--- src/rtl/capture_crop.sv ---
// DVP capture stage: assembles 2-byte pixels, crops to a latched window,
// decimates whole frames and emits write strobes with frame/line markers.
module capture_crop #(
  parameter int unsigned H_W   = 11,
  parameter int unsigned V_W   = 10,
  parameter int unsigned DEC_W = 4
) (
  input  logic             i_pclk,
  input  logic             i_rst,
  input  logic             i_vsync,
  input  logic             i_href,
  input  logic [7:0]       i_data,
  input  logic             i_fmt,
  input  logic [H_W-1:0]   i_x0,
  input  logic [H_W-1:0]   i_xlen,
  input  logic [V_W-1:0]   i_y0,
  input  logic [V_W-1:0]   i_ylen,
  input  logic [DEC_W-1:0] i_skip,
  output logic             o_wr,
  output logic [15:0]      o_wdata,
  output logic             o_sof,
  output logic             o_eol,
  output logic             o_eof,
  output logic             o_err
);

  localparam int unsigned HX = H_W + 1;
  localparam int unsigned VX = V_W + 1;

  localparam logic [1:0] ST_SYNC   = 2'd0;
  localparam logic [1:0] ST_VBLANK = 2'd1;
  localparam logic [1:0] ST_ACTIVE = 2'd2;

  logic [1:0]       state_q, state_d;
  logic             vsync_q, href_q;
  logic             fmt_q, fmt_d;
  logic [H_W-1:0]   x0_q, x0_d, xlen_q, xlen_d;
  logic [V_W-1:0]   y0_q, y0_d, ylen_q, ylen_d;
  logic             keep_q, keep_d;
  logic [DEC_W-1:0] dec_q, dec_d;
  logic [V_W-1:0]   row_q, row_d;
  logic [H_W-1:0]   col_q, col_d;
  logic             phase_q, phase_d;
  logic [7:0]       hi_q, hi_d;
  logic             wr_q, wr_d, sof_q, sof_d, eol_q, eol_d, eof_q, eof_d, err_q, err_d;
  logic [15:0]      wdata_q, wdata_d;

  logic [HX-1:0] x_end, col_x;
  logic [VX-1:0] y_end, row_x;
  logic          col_in, row_in;
  logic [15:0]   pix;

  // Window tests are one bit wider than the counters so x0+xlen never wraps.
  assign x_end  = {1'b0, x0_q} + {1'b0, xlen_q};
  assign y_end  = {1'b0, y0_q} + {1'b0, ylen_q};
  assign col_x  = {1'b0, col_q};
  assign row_x  = {1'b0, row_q};
  assign col_in = (col_x >= {1'b0, x0_q}) && (col_x < x_end);
  assign row_in = (row_x >= {1'b0, y0_q}) && (row_x < y_end);
  assign pix    = fmt_q ? {hi_q, i_data} : {4'h0, hi_q[3:0], i_data};

  always_comb begin
    state_d = state_q;
    fmt_d   = fmt_q;
    x0_d    = x0_q;
    xlen_d  = xlen_q;
    y0_d    = y0_q;
    ylen_d  = ylen_q;
    keep_d  = keep_q;
    dec_d   = dec_q;
    row_d   = row_q;
    col_d   = col_q;
    phase_d = phase_q;
    hi_d    = hi_q;
    wdata_d = wdata_q;
    wr_d    = 1'b0;
    sof_d   = 1'b0;
    eol_d   = 1'b0;
    eof_d   = 1'b0;
    err_d   = 1'b0;
    case (state_q)
      ST_SYNC: begin
        if (i_vsync) state_d = ST_VBLANK;
      end
      ST_VBLANK: begin
        // Frame start: snapshot the config so mid-frame changes are ignored.
        if (!i_vsync && vsync_q) begin
          state_d = ST_ACTIVE;
          fmt_d   = i_fmt;
          x0_d    = i_x0;
          xlen_d  = i_xlen;
          y0_d    = i_y0;
          ylen_d  = i_ylen;
          row_d   = '0;
          col_d   = '0;
          phase_d = 1'b0;
          keep_d  = (dec_q == '0);
          sof_d   = (dec_q == '0);
          dec_d   = (dec_q >= i_skip) ? '0 : dec_q + DEC_W'(1);
        end
      end
      ST_ACTIVE: begin
        if (i_vsync && !vsync_q) begin
          state_d = ST_VBLANK;
          eof_d   = keep_q;
        end else if (i_href) begin
          phase_d = ~phase_q;
          if (!phase_q) begin
            hi_d = i_data;
          end else begin
            col_d = (col_q == {H_W{1'b1}}) ? col_q : col_q + H_W'(1);
            if (keep_q && col_in && row_in) begin
              wr_d    = 1'b1;
              wdata_d = pix;
              eol_d   = ((col_x + HX'(1)) == x_end);
            end
          end
        end else if (href_q) begin
          // Row end: a pending high byte is a broken pixel.
          row_d   = (row_q == {V_W{1'b1}}) ? row_q : row_q + V_W'(1);
          col_d   = '0;
          phase_d = 1'b0;
          err_d   = phase_q;
        end
      end
      default: state_d = ST_SYNC;
    endcase
  end

  always_ff @(posedge i_pclk or posedge i_rst) begin
    if (i_rst) begin
      state_q <= ST_SYNC;
      vsync_q <= 1'b0;
      href_q  <= 1'b0;
      fmt_q   <= 1'b0;
      x0_q    <= '0;
      xlen_q  <= '0;
      y0_q    <= '0;
      ylen_q  <= '0;
      keep_q  <= 1'b0;
      dec_q   <= '0;
      row_q   <= '0;
      col_q   <= '0;
      phase_q <= 1'b0;
      hi_q    <= 8'h00;
      wdata_q <= 16'h0000;
      wr_q    <= 1'b0;
      sof_q   <= 1'b0;
      eol_q   <= 1'b0;
      eof_q   <= 1'b0;
      err_q   <= 1'b0;
    end else begin
      state_q <= state_d;
      vsync_q <= i_vsync;
      href_q  <= i_href;
      fmt_q   <= fmt_d;
      x0_q    <= x0_d;
      xlen_q  <= xlen_d;
      y0_q    <= y0_d;
      ylen_q  <= ylen_d;
      keep_q  <= keep_d;
      dec_q   <= dec_d;
      row_q   <= row_d;
      col_q   <= col_d;
      phase_q <= phase_d;
      hi_q    <= hi_d;
      wdata_q <= wdata_d;
      wr_q    <= wr_d;
      sof_q   <= sof_d;
      eol_q   <= eol_d;
      eof_q   <= eof_d;
      err_q   <= err_d;
    end
  end

  assign o_wr    = wr_q;
  assign o_wdata = wdata_q;
  assign o_sof   = sof_q;
  assign o_eol   = eol_q;
  assign o_eof   = eof_q;
  assign o_err   = err_q;

endmodule

--- config.mk ---
export PLATFORM = sky130hd
export DESIGN_NAME = capture_crop
export DESIGN_NICKNAME = d
export VERILOG_FILES = /design/src/rtl/capture_crop.sv
export SDC_FILE = /design/constraint.sdc
export NUM_CORES = 1
export LEC_CHECK = 0
export ABC_CLOCK_PERIOD_IN_PS = 4100
export BUFFER_PORTS_ARGS = -buffer_cell sky130_fd_sc_hd__buf_4
export CAP_MARGIN = 10
export CORE_UTILIZATION = 40
export DETAILED_ROUTE_END_ITERATION = 7
export GPL_TIMING_DRIVEN = 0
export SKIP_LAST_GASP = 1
export SYNTH_ARGS = -nofsm -noshare
export SYNTH_HDL_FRONTEND = slang
export SYNTH_SLANG_ARGS = --single-unit
--- constraint.sdc ---
create_clock -name i_pclk -period 4.1 [get_ports i_pclk]
set_input_delay 1.23 -clock i_pclk [delete_from_list [all_inputs] [get_ports i_pclk]]
set_output_delay 1.23 -clock i_pclk [all_outputs]
set_load 0.01 [all_outputs]
Word level (Yosys, flattened, before mapping)
Cells that the tools add are included.

word-level totals
  flip-flop bits (word level) = 103
  logic and storage cells = 108

cells by class
  add/subtract/negate cells = 6
  reductions and logical operators = 18
  bitwise logic cells = 2
  multiplexer cells = 42
  $lt $le $gt $ge = 5
  equality and inequality tests = 15

operators by type and width
  operator               count
  $mux 11                6
  $mux 10                5
  $mux 1                 22
  $pmux 11 s2            1
  $pmux 10 s2            1
  $mux 16                1
  $ne 2x2->1 const B     7
  $add 11x1->12 const B  1
  $add 11x11->12         1
  $eq 12x12->1           1
  $lt 11x12->1           1
  $reduce_and 6->1       2
  $add 10x10->11         1
  $add 11x1->11 const B  1
  $eq 11x11->1 const B   1
  $ge 11x11->1           1
  $lt 10x11->1           1
  $add 10x1->10 const B  1
  $eq 10x10->1 const B   1
  $ge 10x10->1           1
  $ne 3x3->1 const B     3
  $reduce_and 4->1       2
  $logic_and 1x1->1      6
  $mux 2                 3
  15 further kinds       17

Logic depth before layout (Yosys ltp)
  depth after elaboration = 10
  mapped depth = 18
  depth with buffers taken out = 16

Worst setup path before layout
OpenSTA, ideal clock, no wires.

  path type = reg-to-reg
  start point = reg y0_q[0]
  end point = reg wdata_q[0], in the netlist o_wdata[0]
  library setup time = 0.125 ns
  path slack = 0.548 ns
  data arrival time = 3.427 ns
  stages on the path, launching flop included = 19
  cells stage by stage = dfrtp_1 ha_1 fa_1 a21oi_1 o21ai_1 a21oi_1 and2b_2 nor2_1 xor2_1 ha_1 nand4_1 nor3_1 o221ai_1 a211oi_1 a31oi_1 and3_1 buf_6 buf_12 mux2_4

on the way
  word-level cells in the longest chain between the ends = 5
  elaborated cells between the ends (all ways) = 6

ends and longest elaborated chain
  element                       RTL line  text
  start: declaration            38        logic [V_W-1:0] y0_q, y0_d, ylen_q, ylen_d;
  start signal: assignment      159       y0_q <= y0_d;
  $add 10x10->11                55        assign y_end = {1'b0, y0_q} + {1'b0, ylen_q};
  $lt 10x11->1                  59        assign row_in = (row_x >= {1'b0, y0_q}) && (row_x < y_end);
  $logic_and 1x1->1 *           59
  $logic_and 1x1->1 *           112       if (keep_q && col_in && row_in) begin
  $reduce_and 5->1 (no line) *  -
  end signal: assignment        167       wdata_q <= wdata_d;
  end: declaration              46        logic [15:0] wdata_q, wdata_d;

Mark *: on every way between the ends. The rest lies on a longest branch, timed or not.
A chain may end at the register's enable or synchronous reset.

Worst setup path in the final report
Ends and elaborated chain as after synthesis.

==> flow_summary_export.csv <==
group,metric,value,unit
timing,setup_viol,0,
global_routing,grt_pass1_wl,24.0,mm
timing,slew_violations,0,
timing,whs,0.486,ns
floorplan,ios,80,
global_routing,grt_pass1_vias,4809,
synthesis,synthTopCellsByCount,"nand2_1, dfrtp_1, ha_1",
synthesis,yosysTopAreaCell,"dfrtp_1",
finish,final_area,0.00746,sq mm
clocking,insertion_delay,0.35,ns
place,dpl_cell_area,0.00708,sq mm
timing,fmax,0.257,GHz
drt,post-route-drc-count,0,
timing,tightest_slew,0.825,ns
global_routing,grt_max_degree,58,
place,place.port_buffers,79,
floorplan,dieWidth,127,microns
place,place_congestion,0.787,
clocking,cts_root_buffer,"clkbuf_16",
synthesis,yosysWarningCount,0,
drt,dr.first_iter.drc_count,233,
timing,layout_worst_path_cycle_share,94.7,%
critical_path,end_kind,"flop",
synthesis,syn_area,0.00622,sq mm
finish,nets,875,
synthesis,synth.distinct_cells,58,
synthesis,avgSynthCellArea,9.56,sq um
clocking,cts_tree,"built",
floorplan,rows,45,
drt,vias,4881,
synthesis,synth_top_family_by_area,"simple AND/OR/NAND/NOR gates",
finish,num_antenna_cells,0,
synthesis,synth_area_leaders,"dfrtp_1, ha_1, nand2_1",
synthesis,synth_nets,782,
clocking,clock-sinks,103,
synthesis,synth.area.mux_share,4.83,%
power_and_ir_drop,vdd_drop_max,0.236,mV
worst_hold_path,hold_path.class,"flop to flop",
critical_path,critPathKind,"flop to flop",
synthesis,synthFlopType,"dfrtp_1",
place,dpl.hpwl,11.0,mm
finish,utilization,49.1,%
finish,syn_to_final_growth,19.9,%
synthesis,yosys.area_share.adder,14.7,%
synthesis,synth_compound_area_share,12.5,%
synthesis,synth_xor_area_share,5.77,%
timing,fin_setup_tns,0,ns
timing,rsz0062_at_grt,"no",
clocking,cts_htree_levels,3,
synthesis,yosysMostFrequentCell,"nand2_1",
global_routing,grt_use_total,19.2,%
synthesis,synth-simple-area-share,16.6,%
power_and_ir_drop,p_per_area,530,mW/mm^2
synthesis,synth_edf_count,0,
floorplan,start_util,40.9,%
synthesis,synthArstFlopShare,100,%
timing,hold_violations,0,
run,cap_violations,0,
finish,instances_no_fill,937,
drt,wl_per_cell,15.6,microns
synthesis,synthCells,651,
outcome,status,"finished, final reports clean",
finish,drive_gt1_share,19.6,%
synthesis,ys_ff_latch,103,
clocking,cts_made_buffers,9,
place,placedCellCount,919,
synthesis,synth_top_area_share,41.4,%
critical_path,worstSetupStartpointType,"flop",
timing,relSlewSlack,44.7,%
timing,finalClockSkew,0.00740,ns
global_routing,grt-ovfl-total,0,
critical_path,worstPathArrival,4.12,ns
clocking,cts_buffer_depth,2,
global_routing,antenna_found_initial,0,
timing,fin_crit,3.88,ns
critical_path,crit_path_max_fanout,10,
drt,ant_nets,0,
drt,drt-total-wl,14.6,mm
floorplan,die_area,0.0161,sq mm
drt,vias_per_cell,5.21,
critical_path,cp.required,4.33,ns
power_and_ir_drop,p_leak,3.72,nW
floorplan,die_y,127,microns
synthesis,ys_seq_area_share,41.4,%
clocking,clkTransAtPathRegs,0.07,ns
drt,drtPass1Iterations,5,
floorplan,core_area,0.0152,sq mm
[per-stage QoR]
stage | power, mW | worst slack (ns)
after global routing | 4.29 | 0.00506
after detailed placement | 2.97 | -0.00764
after global placement | 2.91 | -1.15
after CTS | 3.97 | 0.00925
final | 3.96 | 0.216
after floorplan | 2.59 | 0.166
[layout by cell type (no fill, tap or decap), types with 5 or more instances in the layout]
| cell type | count |
|---|---|
| nand2_1 | 126 |
| dfrtp_1 | 103 |
| buf_4 | 81 |
| ha_1 | 69 |
| o21ai_0 | 49 |
| inv_1 | 40 |
| a21oi_1 | 29 |
| nor2_1 | 23 |
| xnor2_1 | 22 |
| xor2_1 | 19 |
| nand3_1 | 18 |
| mux2_2 | 16 |
| clkbuf_1 | 15 |
| a21o_1 | 9 |
| clkbuf_16 | 9 |
| and3_1 | 7 |
| or3_1 | 6 |
| nand2b_1 | 6 |
| a211oi_1 | 6 |
| nand4_1 | 6 |
| mux2i_1 | 6 |
| o31ai_1 | 5 |
[routing by layer]
| layer | part of all wire [%] | global-route usage, % | vias to the layer above | routed length [microns] |
|---|---|---|---|---|
| li1 | - | - | 2439 | - |
| met1 | 50 | 26.7 | 2315 | 7290 |
| met2 | 44 | 30.4 | 114 | 6440 |
| met3 | 4.3 | 2.83 | 13 | 628 |
| met4 | 1.5 | 7.14 | 0 | 225 |
| met5 | 0 | 0 | - | 0 |
[worst paths after layout]
| kind | slack, ns | from | endpoint | cells past startpoint |
|---|---|---|---|---|
| setup / recovery | 0.22 | y0_q[0] | o_wdata[0] | 18 |
| hold / removal | 0.49 | xlen_q[7] | xlen_q[7] | 2 |
| setup reg to reg | 0.22 | y0_q[0] | o_wdata[0] | 18 |
| hold reg to reg | 0.49 | xlen_q[7] | xlen_q[7] | 2 |
| max in group asynchronous | 2.43 | i_rst | row_q[8] | 3 |
| min in group asynchronous | 0.97 | i_rst | row_q[5] | 2 |
[area by class of cell]
type	count	area [sq um]
buffer	21	105
inverter	41	156
multi-input combinational	486	3420
fill	1415	7740
tap	188	235
clock inverter	5	78.8
clock buffer	11	253
timing repair buffer	82	636
sequential	103	2580
[cell families after synthesis]
logic type,count (synthesis)
AND/OR/NAND/NOR,221
AO/OA/AOI/OAI,126
flip-flops,103
adder cells (fa/ha/maj),72
buffers and inverters,62
XOR/XNOR,41
multiplexers,26
[registers in the layout, summed over array words and instances (netlist names), 2 cells and up]
signal   cells
dec_q        4
hi_q         8
xlen_q      11
x0_q        11
row_q       10
ylen_q      10
col_q       11
state_q      2
o_wdata     16
y0_q        10
[critical path: stages, from the launching register on]
cell      delay (ns)
dfrtp_1         0.40
ha_2            0.21
fa_2            0.38
a21oi_2         0.16
o21ai_1         0.10
a21oi_1         0.14
and2b_2         0.25
nor2_2          0.10
xor2_1          0.09
ha_1            0.30
nand4_1         0.11
nor3_2          0.24
o221ai_2        0.13
a211oi_2        0.25
a31oi_2         0.13
and3_1          0.17
buf_6           0.15
buf_12          0.15
mux2_4          0.29
[power breakdown]
group          switching, mW  total, mW  leakage (nW)  internal [mW]
clock network          0.392      0.961         0.166          0.569
registers              0.158       1.38          1.32           1.22
logic                  0.885       1.62          2.23          0.731
total                   1.43       3.96          3.72           2.52
[repair_timing]
action / CTS / global route
resized for setup: 1 / 7
setup endpoints to repair: 4 / 17
pin swaps: 0 / 8
buffers inserted: 0 / 2
hold buffers: 0 / 0
Power figures use the tool's default switching activity.
